**src/rtl/fifo_burst_packer_if.sv**
```systemverilog
// ============================================================================
// Module   : fifo_burst_packer_if
// Purpose  : Upstream FWFT FIFO, flush and downstream burst signals of the packer.
// Revision : 1.0
// ============================================================================
`default_nettype none

interface fifo_burst_packer_if #(
    parameter int DWIDTH    = 64,
    parameter int BURST_LEN = 4
);
    logic                        fifo_valid;
    logic [DWIDTH-1:0]           fifo_data;
    logic                        fifo_deque_en;
    logic                        flush;
    logic                        m_valid;
    logic                        m_ready;
    logic [BURST_LEN*DWIDTH-1:0] m_data;
    logic [BURST_LEN-1:0]        m_keep;
    logic [31:0]                 burst_cnt;

    modport master (
        input  fifo_valid, fifo_data, flush, m_ready,
        output fifo_deque_en, m_valid, m_data, m_keep, burst_cnt
    );

    modport slave (
        output fifo_valid, fifo_data, flush, m_ready,
        input  fifo_deque_en, m_valid, m_data, m_keep, burst_cnt
    );
endinterface

`default_nettype wire

```
**src/rtl/fifo_burst_packer.sv**
```systemverilog
// ============================================================================
// Module   : fifo_burst_packer
// Purpose  : Packs FWFT FIFO words into BURST_LEN-lane bursts with flush/timeout.
// Revision : 1.0
// ============================================================================
`default_nettype none

module fifo_burst_packer #(
    parameter int DWIDTH    = 64,
    parameter int BURST_LEN = 4,
    parameter int TIMEOUT   = 16
) (
    input  wire logic           clk,
    input  wire logic           rst_n,
    fifo_burst_packer_if.master bus
);
    localparam int CW = $clog2(BURST_LEN + 1);
    localparam int IW = $clog2(TIMEOUT);

    typedef enum logic [0:0] {
        FILL = 1'b0,
        HOLD = 1'b1
    } state_t;

    state_t                      state_q, state_d;
    logic [CW-1:0]               word_cnt_q, word_cnt_d;
    logic [IW-1:0]               idle_q, idle_d;
    logic [BURST_LEN*DWIDTH-1:0] data_q, data_d;
    logic [BURST_LEN-1:0]        keep_q, keep_d;
    logic [31:0]                 burst_cnt_q, burst_cnt_d;
    logic                        pop;

    assign pop               = (state_q == FILL) && bus.fifo_valid;
    assign bus.fifo_deque_en = pop;
    assign bus.m_valid       = (state_q == HOLD);
    assign bus.m_data        = data_q;
    assign bus.m_keep        = keep_q;
    assign bus.burst_cnt     = burst_cnt_q;

    always_comb begin
        state_d     = state_q;
        word_cnt_d  = word_cnt_q;
        idle_d      = idle_q;
        data_d      = data_q;
        keep_d      = keep_q;
        burst_cnt_d = burst_cnt_q;
        case (state_q)
            FILL: begin
                if (pop) begin
                    for (int i = 0; i < BURST_LEN; i++) begin
                        if (word_cnt_q == CW'(i)) begin
                            data_d[i*DWIDTH +: DWIDTH] = bus.fifo_data;
                            keep_d[i]                  = 1'b1;
                        end
                    end
                    word_cnt_d = word_cnt_q + CW'(1);
                    idle_d     = '0;
                    // A flush on the completing pop still yields a single full burst.
                    if ((word_cnt_d == CW'(BURST_LEN)) || bus.flush) begin
                        state_d = HOLD;
                    end
                end else if (word_cnt_q != '0) begin
                    if (bus.flush || (idle_q == IW'(TIMEOUT - 1))) begin
                        state_d = HOLD;
                    end else begin
                        idle_d = idle_q + IW'(1);
                    end
                end
            end
            HOLD: begin
                if (bus.m_ready) begin
                    burst_cnt_d = burst_cnt_q + 32'd1;
                    word_cnt_d  = '0;
                    idle_d      = '0;
                    data_d      = '0;
                    keep_d      = '0;
                    state_d     = FILL;
                end
            end
            default: state_d = FILL;
        endcase
    end

    always_ff @(posedge clk or negedge rst_n) begin
        if (!rst_n) begin
            state_q     <= FILL;
            word_cnt_q  <= '0;
            idle_q      <= '0;
            data_q      <= '0;
            keep_q      <= '0;
            burst_cnt_q <= '0;
        end else begin
            state_q     <= state_d;
            word_cnt_q  <= word_cnt_d;
            idle_q      <= idle_d;
            data_q      <= data_d;
            keep_q      <= keep_d;
            burst_cnt_q <= burst_cnt_d;
        end
    end
endmodule

`default_nettype wire

```
**src/flat_wrapper.sv**
```systemverilog
// flat-port wrapper written by rule: the top's interface ports become plain ports
module fifo_burst_packer_flat 
#(
    parameter int DWIDTH    = 64,
    parameter int BURST_LEN = 4,
    parameter int TIMEOUT   = 16
)
  (clk, rst_n, bus_fifo_valid, bus_fifo_data, bus_flush, bus_m_ready, bus_fifo_deque_en, bus_m_valid, bus_m_data, bus_m_keep, bus_burst_cnt);
  fifo_burst_packer_if #(.DWIDTH(DWIDTH), .BURST_LEN(BURST_LEN)) bus_i ();
  input  wire logic clk;
  input  wire logic rst_n;
  input wire logic [$bits(bus_i.fifo_valid)-1:0] bus_fifo_valid;
  input wire logic [$bits(bus_i.fifo_data)-1:0] bus_fifo_data;
  input wire logic [$bits(bus_i.flush)-1:0] bus_flush;
  input wire logic [$bits(bus_i.m_ready)-1:0] bus_m_ready;
  output wire logic [$bits(bus_i.fifo_deque_en)-1:0] bus_fifo_deque_en;
  output wire logic [$bits(bus_i.m_valid)-1:0] bus_m_valid;
  output wire logic [$bits(bus_i.m_data)-1:0] bus_m_data;
  output wire logic [$bits(bus_i.m_keep)-1:0] bus_m_keep;
  output wire logic [$bits(bus_i.burst_cnt)-1:0] bus_burst_cnt;
  assign bus_i.fifo_valid = bus_fifo_valid;
  assign bus_i.fifo_data = bus_fifo_data;
  assign bus_i.flush = bus_flush;
  assign bus_i.m_ready = bus_m_ready;
  assign bus_fifo_deque_en = bus_i.fifo_deque_en;
  assign bus_m_valid = bus_i.m_valid;
  assign bus_m_data = bus_i.m_data;
  assign bus_m_keep = bus_i.m_keep;
  assign bus_burst_cnt = bus_i.burst_cnt;
  fifo_burst_packer #(.DWIDTH(DWIDTH), .BURST_LEN(BURST_LEN), .TIMEOUT(TIMEOUT)) u_core (.clk(clk), .rst_n(rst_n), .bus(bus_i));
endmodule
```
**config.mk**
```make
export PLATFORM = sky130hd
export DESIGN_NAME = fifo_burst_packer_flat
export DESIGN_NICKNAME = d
export VERILOG_FILES = /design/src/rtl/fifo_burst_packer_if.sv /design/src/rtl/fifo_burst_packer.sv /design/src/flat_wrapper.sv
export SDC_FILE = /design/constraint.sdc
export NUM_CORES = 1
export LEC_CHECK = 0
export ABC_AREA = 1
export CORE_UTILIZATION = 51
export DETAILED_ROUTE_END_ITERATION = 10
export GPL_TIMING_DRIVEN = 0
export PLACE_DENSITY = 0.93
export SYNTH_ARGS = -nofsm -noshare
export SYNTH_HDL_FRONTEND = slang
export SYNTH_SLANG_ARGS = --single-unit
```
**constraint.sdc**
```tcl
create_clock -name clk -period 3.81 [get_ports clk]
set_input_delay 0.762 -clock clk [delete_from_list [all_inputs] [get_ports clk]]
set_output_delay 0.762 -clock clk [all_outputs]
set_load 0.05 [all_outputs]
```
==> impl_metrics.env, run 1 <==
export IMPL_status="finished clean"
export IMPL_setup_viol=0
export IMPL_endpoint_kind="primary output"
export IMPL_setup_ws_ns=0.5949
export IMPL_area_delta_synth_final_pct=40.78
export IMPL_synth_cell_types=25
export IMPL_routedWlPerCell_um=20.65
export IMPL_peakVddDrop_uv=665.6
export IMPL_clock_path_buffers=3
export IMPL_insertion_delay_ns=0.56
export IMPL_fp_dieH_um=158.4
export IMPL_syn_nets=1466
export IMPL_fillerInstances=1622
export IMPL_startpoint_type="input port"
export IMPL_synth_seq_cells=300
export IMPL_holdCritPathClass="input port to asynchronous set/reset pin"
export IMPL_post_cts_resized=0
export IMPL_drcViolationCount=0
export IMPL_place_inst=2072
export IMPL_drv_slew=0
export IMPL_gp_congestion=0.9310
export IMPL_grt_pass1_vias=12030
export IMPL_antenna_found_initial=1
export IMPL_max_slew_margin_pct=44.28
export IMPL_die_area_um2=25100
export IMPL_cts_clk_slew_worst_paths_ns=0.06
export IMPL_coreArea_um2=23750
export IMPL_clock_sinks=300
export IMPL_postRouteAntennaNets=0
export IMPL_drive_gt1_share_pct=7.072
export IMPL_powerDensity_nw_per_um2=973.9
export IMPL_drt_total_wl_um=43980
export IMPL_yosysWarnings=0
export IMPL_cts_htree_levels=1
export IMPL_grt_first_pass_wirelength_um=66720
export IMPL_p_leak_nw=8.522
export IMPL_critPathKind="input port to primary output"
export IMPL_grt_usage_pct=35.09
export IMPL_top_level_ports=363
export IMPL_setup_tns_ns=0
export IMPL_tightest_slew_ns=0.8358
export IMPL_dieWidth_um=158.4
export IMPL_root_buffer="clkbuf_16"
export IMPL_place_ws_ns=0.6331
export IMPL_finalNetCount=1863
export IMPL_ys_seq_area_share_pct=60.16
export IMPL_hold_viol_final=0
export IMPL_rsz0062_at_grt="no"
export IMPL_dp_hpwl_um=31620
export IMPL_synthCells=1389
export IMPL_syn_area_um2=12480
export IMPL_grt_overflow_total=0
export IMPL_stdcell_count=2130
export IMPL_grt_max_degree=121
export IMPL_vias=12270
export IMPL_cts_made_buffers=31
export IMPL_cts_hold_buf=0
export IMPL_dr_pass1_iters=6
export IMPL_tritoncts="done"
export IMPL_initial_core_util_pct=52.54
export IMPL_worst_ep_arrival_time_ns=2.45
export IMPL_syn_area_per_cell_um2=8.984
export IMPL_post_route_period_util_pct=84.39
export IMPL_fin_skew_ns=0.01239
export IMPL_rows=56
export IMPL_post_cts_setup_buffer_count=0
export IMPL_vias_per_cell=5.759
export IMPL_port_buffers=362
export IMPL_fmax_mhz=311.0
export IMPL_period_minus_slack_ns=3.215
export IMPL_worstPathMaxFanout=9
export IMPL_critPathRequiredTime_ns=3.05
export IMPL_drtIter0Drc=1181
export IMPL_cap_violations=0
cell usage after synthesis:
cell type  number  area (um2)
nor2_4          4       45.04
xnor2_1        11       96.34
inv_2           3       11.26
nand2_1       339        1272
clkbuf_1       20       75.07
nand3_2         2       20.02
nand3_1       271        1356
buf_1           9       33.78
nand4_1        11       68.82
a21oi_1         4       20.02
ha_1            8       100.1
nand2_2         1       6.260
nand3b_1        6       45.04
nor2_1         91       341.6
xor2_1         10       87.58
o21ai_0        79       395.4
o21ai_1        57       285.3
nor3_2          1       10.01
o22ai_1         1       6.260
buf_2          60       300.3
buf_4           1       7.510
nor2_2          2       12.51
dfrtp_1       300        7507
inv_1          92       345.3
nor3_1          6       30.03
where the power goes:
| part | internal [mW] | total, mW | switching [mW] | leakage (nW) |
|---|---|---|---|---|
| clock network | 1.74 | 3.00 | 1.26 | 0.504 |
| logic | 2.63 | 9.00 | 6.37 | 3.96 |
| registers | 4.32 | 5.11 | 0.790 | 4.06 |
| total | 8.69 | 17.1 | 8.42 | 8.52 |
kinds of logic after synthesis:
| family | synth area share [%] |
|---|---|
| and+or+nand+nor | 25.71 |
| buffers and inverters | 6.196 |
| xor gates and xnor gates | 1.474 |
| AOI/OAI and AO/OA | 5.665 |
| DFF | 60.16 |
| adders and majority gates | 0.8021 |
routing by layer:
metal | GRT usage, % | share of wire (%) | vias to the layer above
met4 | 21.25 | 6.7 | 0
met3 | 6.015 | 8.5 | 186
li1 | - | - | 5311
met5 | 0 | 0 | -
met2 | 57.37 | 48 | 777
met1 | 43.72 | 37 | 5992
sequential cells by signal, summed over array words and instances, names as in the netlist:
name	cells
u_core.bus.burst_cnt	32
u_core.bus.m_data	256
u_core.bus.m_keep	4
u_core.bus.m_valid	1
u_core.idle_q	4
u_core.word_cnt_q	3
critical path, cell delays in order:
cell	delay [ns]
clkdlybuf4s50_1	0.51
inv_1	0.08
nor2_4	0.23
clkdlybuf4s50_1	0.86
path summary, 6_finish.rpt:
kind	startpoint	end	slack (ns)	depth (start not counted)
setup / recovery	bus_fifo_valid	bus_fifo_deque_en	0.59	4
hold / removal	rst_n	u_core.idle_q[3]	0.16	1
setup reg to reg	u_core.bus.m_valid	u_core.bus.m_data[103]	1.76	6
hold reg to reg	u_core.bus.m_keep[3]	u_core.bus.m_keep[3]	0.49	2
max in group asynchronous	rst_n	u_core.bus.m_data[210]	2.67	2
min in group clk	u_core.bus.m_keep[3]	u_core.bus.m_keep[3]	0.49	2
area by class of cell:
cell class                 instances  area [um2]  share of cell area [%]
clock inverter                    14       122.6                  0.6980
antenna                            1       2.502                 0.01424
sequential                       300        7507                   42.73
inverter                          95       356.6                   2.030
multi-input combinational        904        4199                   23.90
buffer                            90       416.7                   2.372
tap                              319       399.1                   2.272
clock buffer                      43       880.8                   5.014
timing repair buffer             364        3684                   20.97
per-stage QoR:
step | total power [mW] | utilization [%] | instance area [um2] | hold slack, ns
after floorplan | 10.58 | - | 12480 | 0.4664
after global placement | 13.78 | 69.47 | 16500 | 0.4625
after detailed placement | 14.03 | 69.73 | 16560 | 0.4778
after CTS | 17.05 | 73.95 | 17570 | 0.1588
after global routing | 17.74 | 73.96 | 17570 | 0.1813
final | 17.11 | 73.96 | 17570 | 0.1587
placed cells by master, fill, tap and decap left out, drive strengths merged:
cell and count:
nand3b 6, dfrtp 300, o22ai 1, clkinvlp 1
inv 95, diode 1, nor3 7, xnor2 11
clkbuf 63, xor2 10, clkinv 11, clkdlybuf4s50 361
o21ai 136, a21oi 4, nand3 273, nand4 11
ha 8, nand2 340, bufinv 2, nor2 97
buf 73
No activity file was read; power rests on OpenSTA's default activity.
==> inputs of run 2 (changes only) <==
--- a/config.mk
+++ b/config.mk
@@ -6,10 +6,10 @@
 export NUM_CORES = 1
 export LEC_CHECK = 0
 export ABC_AREA = 1
-export CORE_UTILIZATION = 51
+export CORE_UTILIZATION = 48
 export DETAILED_ROUTE_END_ITERATION = 10
 export GPL_TIMING_DRIVEN = 0
-export PLACE_DENSITY = 0.93
+export PLACE_DENSITY = 0.89
 export SYNTH_ARGS = -nofsm -noshare
 export SYNTH_HDL_FRONTEND = slang
 export SYNTH_SLANG_ARGS = --single-unit
==> constraint.sdc (replaced) <==
create_clock -name clk -period 3.2 [get_ports clk]
set_input_delay 0.64 -clock clk [delete_from_list [all_inputs] [get_ports clk]]
set_output_delay 0.64 -clock clk [all_outputs]
set_load 0.05 [all_outputs]
==> run 2 against run 1 <==
- sequential power rose by 19%
- worst setup slack got worse by 0.33 ns
- via count down 2.4%
- global-route usage shrank 3.0 points
- core utilization is 4.3 points lower
- combinational power increased by 19%
- die area rose by 6.2%
- clock-buffer cell count shrank 9
- wire length down 2.0%
- critical path depth stayed put
- clock skew shrank 0.0035 ns
- critical endpoint unchanged
==> impl_metrics.env, run 2 (synthesis results as in run 1) <==
export IMPL_status="finished clean"
export IMPL_place_ws_ns=0.3026
export IMPL_worstReg2RegEnd="u_core.bus.m_data[40]"
export IMPL_vias_per_cell=5.601
export IMPL_endpoint_kind="primary output"
export IMPL_met3_usage_pct=5.130
export IMPL_cap_violations=0
export IMPL_finalNetCount=1863
export IMPL_largest_reg_flops=256
export IMPL_startpoint="bus_fifo_valid"
export IMPL_initial_core_util_pct=49.27
export IMPL_post_route_period_util_pct=91.65
export IMPL_r2r_start="u_core.word_cnt_q[0]"
export IMPL_powerDensity_nw_per_um2=1164
export IMPL_drtIter0Drc=1413
export IMPL_clock_sinks=300
export IMPL_holdCritPathClass="input port to asynchronous set/reset pin"
export IMPL_routedWlPerCell_um=20.16
export IMPL_rsz0062_at_grt="no"
export IMPL_worst_ep_arrival_time_ns=2.29
export IMPL_multi_input_area_um2=4199
export IMPL_postRouteAntennaNets=0
export IMPL_cts_hold_buf=0
export IMPL_setup_viol=0
export IMPL_critPathRequiredTime_ns=2.56
export IMPL_grt_util_met1_pct=41.22
export IMPL_dieWidth_um=163.2
export IMPL_grt_busiest_layer="met2"
export IMPL_hold_viol_final=0
export IMPL_max_slew_margin_pct=49.29
export IMPL_startpoint_type="input port"
export IMPL_drv_slew=0
export IMPL_grt_first_pass_wirelength_um=65680
export IMPL_peakVddDrop_uv=822.3
export IMPL_critical_path_endpoint="bus_fifo_deque_en"
export IMPL_grt_overflow_total=0
export IMPL_grt_pass1_vias=11800
export IMPL_coreArea_um2=25330
export IMPL_critPathKind="input port to primary output"
export IMPL_antenna_found_initial=1
export IMPL_die_area_um2=26650
export IMPL_vias=11970
export IMPL_fmax_mhz=341.0
export IMPL_register_area_um2=7507
export IMPL_tightest_slew_ns=0.7606
export IMPL_met2_usage_pct=51.71
export IMPL_setup_tns_ns=0
export IMPL_dp_hpwl_um=31160
export IMPL_cts_htree_levels=1
export IMPL_grt_usage_pct=32.10
export IMPL_root_buffer="clkbuf_16"
export IMPL_gp_congestion=0.9461
export IMPL_layout_common_cells="clkdlybuf4s50_1, nand2_1, dfrtp_1"
export IMPL_drcViolationCount=0
export IMPL_r2r_cells=8
export IMPL_drive_gt1_share_pct=7.198
export IMPL_drt_total_wl_um=43090
export IMPL_clock_path_buffers=3
export IMPL_top_level_ports=363
export IMPL_area_delta_synth_final_pct=41.37
export IMPL_mostFrequentLayoutCell="clkdlybuf4s50_1"
export IMPL_worstPathMaxFanout=9
export IMPL_dr_pass1_iters=5
export IMPL_fp_dieH_um=163.2
export IMPL_fin_skew_ns=0.008889
export IMPL_port_buffers=362
export IMPL_insertion_delay_ns=0.56
export IMPL_period_minus_slack_ns=2.933
export IMPL_tritoncts="done"
export IMPL_p_leak_nw=8.532
export IMPL_r2r_slack_ns=1.22
export IMPL_post_cts_setup_buffer_count=0
export IMPL_setup_ws_ns=0.2672
export IMPL_post_cts_resized=0
export IMPL_grt_max_degree=128
export IMPL_cts_clk_slew_worst_paths_ns=0.06
export IMPL_fillerInstances=1868
export IMPL_cts_made_buffers=31
export IMPL_rows=58
run 2: changes by cell type in the layout (fill, tap and decap cells not counted):
cell,delta
clkbuf_8,-3
clkinv_4,+1
bufinv_16,+3
clkinv_2,-5
inv_6,+1
inv_8,+1
clkinvlp_4,+4
clkbuf_1,-6
run 2: how the worst min path moves through the flow:
stage,from,to,slack [ns]
finish,rst_n,u_core.bus.m_data[59],0.006
floorplan,rst_n,u_core.bus.burst_cnt[0],0.34
CTS,rst_n,u_core.bus.burst_cnt[3],0.02
global route,rst_n,u_core.bus.m_data[59],0.04
global placement,u_core.bus.m_keep[3],u_core.bus.m_keep[3],0.46
detailed placement,u_core.bus.m_keep[3],u_core.bus.m_keep[3],0.48
run 2: power breakdown:
group          internal, mW  leakage [nW]  total (mW)  switching, mW
combinational          3.13          3.96        10.7           7.55
clock                  2.24         0.513        3.79           1.55
sequential             5.14          4.06        6.07          0.922
run 2: worst max-delay path, cell delays in order:
cell and delay [ns]:
clkdlybuf4s50_1 0.49, inv_1 0.07, nor2_4 0.22, clkdlybuf4s50_1 0.86
run 2: stage by stage:
step | cell area, um2 | hold slack [ns] | power, mW | cells | utilization (%)
floorplan | 12480 | 0.3444 | 12.60 | 1389 | -
global placement | 16520 | 0.4649 | 16.42 | 2081 | 65.21
detailed placement | 16580 | 0.4761 | 16.69 | 2083 | 65.45
CTS | 17640 | 0.01622 | 20.52 | 2136 | 69.65
global route | 17640 | 0.03511 | 21.29 | 2137 | 69.66
finish | 17640 | 0.006341 | 20.53 | 2137 | 69.66
run 2: cell type report:
type	count	share of cell area [%]
clock inverter	19	1.397
tap	330	2.340
inverter	95	2.021
clock buffer	34	4.631
antenna	1	0.01418
buffer	90	2.362
multi-input combinational	904	23.80
timing repair buffer	364	20.88
sequential	300	42.55
run 2: routing by layer:
layer / wire, um / part of all wire [%]
met3: 3477 / 8.1
met5: 0 / 0
met2: 20530 / 48
met4: 2735 / 6.3
met1: 16340 / 38
==> inputs of run 3 (changes only) <==
--- a/config.mk
+++ b/config.mk
@@ -10,6 +10,7 @@
 export DETAILED_ROUTE_END_ITERATION = 10
 export GPL_TIMING_DRIVEN = 0
 export PLACE_DENSITY = 0.89
+export SLEW_MARGIN = 20
 export SYNTH_ARGS = -nofsm -noshare
 export SYNTH_HDL_FRONTEND = slang
 export SYNTH_SLANG_ARGS = --single-unit
==> run 3 against run 2 <==
- first-iteration DRC count is 2.6% higher
- combinational power hardly changed
- critical endpoint unchanged
- clock skew hardly changed
- cell count is 0.14% higher
- fmax is 1.4% higher
==> impl_metrics.env, run 3 (synthesis results as in run 1) <==
export IMPL_status="finished clean"
export IMPL_die_area_um2=26650
export IMPL_dp_hpwl_um=31200
export IMPL_dieWidth_um=163.2
export IMPL_drtIter0Drc=1450
export IMPL_whs_ns=0.4956
export IMPL_grt_pass1_vias=11620
export IMPL_grt_util_met1_pct=41.77
export IMPL_rsz0062_at_grt="no"
export IMPL_tritoncts="done"
export IMPL_crit_family="buffers and inverters"
export IMPL_grt_usage_pct=32.15
export IMPL_powerDensity_nw_per_um2=1157
export IMPL_slowest_delay_ns=0.86
export IMPL_post_route_period_util_pct=90.42
export IMPL_mostFrequentLayoutCell="clkdlybuf4s50_1"
export IMPL_grt_overflow_total=0
export IMPL_drive_gt1_share_pct=7.182
export IMPL_layout_common_cells="clkdlybuf4s50_1, nand2_1, dfrtp_1"
export IMPL_crit_chain="clkdlybuf4s50_1 -> inv_1 -> nor2_4 -> clkdlybuf4s50_1"
export IMPL_drt_total_wl_um=43020
export IMPL_grt_max_degree=105
export IMPL_drv_slew=0
export IMPL_cts_htree_levels=1
export IMPL_vias=12070
export IMPL_hold_path_end="u_core.bus.m_keep[1]"
export IMPL_root_buffer="clkbuf_16"
export IMPL_area_delta_synth_final_pct=41.39
export IMPL_routedWlPerCell_um=20.10
export IMPL_critPathSlowestCell="clkdlybuf4s50_1"
export IMPL_fillerInstances=1828
export IMPL_startpoint_type="input port"
export IMPL_grt_busiest_layer="met2"
export IMPL_worstReg2RegEnd="u_core.bus.m_data[40]"
export IMPL_peakVddDrop_uv=863.1
export IMPL_tightest_slew_ns=0.7490
export IMPL_initial_core_util_pct=49.27
export IMPL_insertion_delay_ns=0.55
export IMPL_p_leak_nw=8.553
export IMPL_diodes=0
export IMPL_critPathRequiredTime_ns=2.56
export IMPL_drcViolationCount=0
export IMPL_r2r_start="u_core.word_cnt_q[0]"
export IMPL_coreArea_um2=25330
export IMPL_grt_first_pass_wirelength_um=65590
export IMPL_hold_start="u_core.bus.m_keep[1]"
export IMPL_clock_sinks=300
export IMPL_cap_violations=0
export IMPL_final_util_pct=69.67
export IMPL_dr_pass1_iters=9
export IMPL_fp_dieH_um=163.2
export IMPL_hold_viol_final=0
export IMPL_worst_ep_arrival_time_ns=2.25
export IMPL_met3_usage_pct=4.571
export IMPL_r2r_slack_ns=1.23
export IMPL_antenna_found_initial=0
export IMPL_critPathBufInv=3
export IMPL_max_slew_margin_pct=50.07
export IMPL_path_depth=4
export IMPL_critPathMostFrequentCell="clkdlybuf4s50_1"
export IMPL_holdCritPathClass="flop to flop"
export IMPL_fin_skew_ns=0.009328
export IMPL_fmax_mhz=345.6
export IMPL_port_buffers=362
export IMPL_largest_reg_flops=256
export IMPL_vias_per_cell=5.638
export IMPL_r2r_cells=8
export IMPL_endpoint_kind="primary output"
export IMPL_setup_viol=0
export IMPL_gp_congestion=0.9461
export IMPL_period_minus_slack_ns=2.894
export IMPL_top_level_ports=363
export IMPL_cts_made_buffers=31
export IMPL_finalNetCount=1865
export IMPL_rows=58
export IMPL_postRouteAntennaNets=0
export IMPL_clock_path_buffers=3
export IMPL_met2_usage_pct=52.23
export IMPL_whs_path_depth=2
export IMPL_worstPathMaxFanout=9
export IMPL_critPathKind="input port to primary output"
export IMPL_setup_tns_ns=0
export IMPL_cts_clk_slew_worst_paths_ns=0.06
## run 3: worst register-to-register path: cells and delay by family (launching register included)
kind                       cells  cell delay [ns]
AOI/OAI and AO/OA              1             0.19
DFF                            1             0.41
and+or+nand+nor                2             0.15
buffers and inverters          4             0.87
adders and majority gates      1             0.22
## run 3: layout make-up
type                    count  area, um2  area share (%)
plain buffers              90      416.7           2.361
clock buffers              41      883.3           5.006
clock inverters            14      147.6          0.8368
inverters                  95      356.6           2.021
multi-input cells         904       4199           23.80
flip-flops and latches    300       7507           42.55
well taps                 330      412.9           2.340
repair buffers            366       3721           21.09
## run 3: power by group
group | internal, mW | leakage [nW] | switching (mW)
combinational | 3.13 | 3.98 | 7.55
sequential | 5.14 | 4.06 | 0.920
clock | 2.16 | 0.518 | 1.50
total | 10.4 | 8.55 | 9.97
## run 3: timing repair
| item | in CTS | in global routing |
|---|---|---|
| gates resized for setup | 0 | 0 |
| hold endpoints to repair | 42 | 0 |
| buffers inserted | 0 | 0 |
| hold buffers | 1 | 0 |
## run 3: stage by stage
stage	power, mW	std cells	cell area [um2]	setup slack (ns)
6_report	20.41	2140	17640	0.3064
3_3_place_gp	16.42	2081	16520	-11.08
2_1_floorplan	12.60	1389	12480	1.318
3_5_place_dp	16.69	2084	16600	0.2899
4_1_cts	20.38	2140	17640	0.2883
5_1_grt	21.18	2140	17640	0.2436
## run 3: how the worst max path moves through the flow
stage	from	end
6_report	bus_fifo_valid	bus_fifo_deque_en
5_1_grt	bus_fifo_valid	bus_fifo_deque_en
4_1_cts	bus_fifo_valid	bus_fifo_deque_en
3_5_place_dp	bus_fifo_valid	bus_fifo_deque_en
3_3_place_gp	rst_n	u_core.bus.m_data[90]
2_1_floorplan	u_core.bus.m_valid	u_core.bus.m_data[100]
## run 3: layer usage
layer,up-vias,routed length (um)
met5,-,0
met3,175,3426
li1,5314,-
met1,5855,16490
met2,722,20440
met4,0,2675
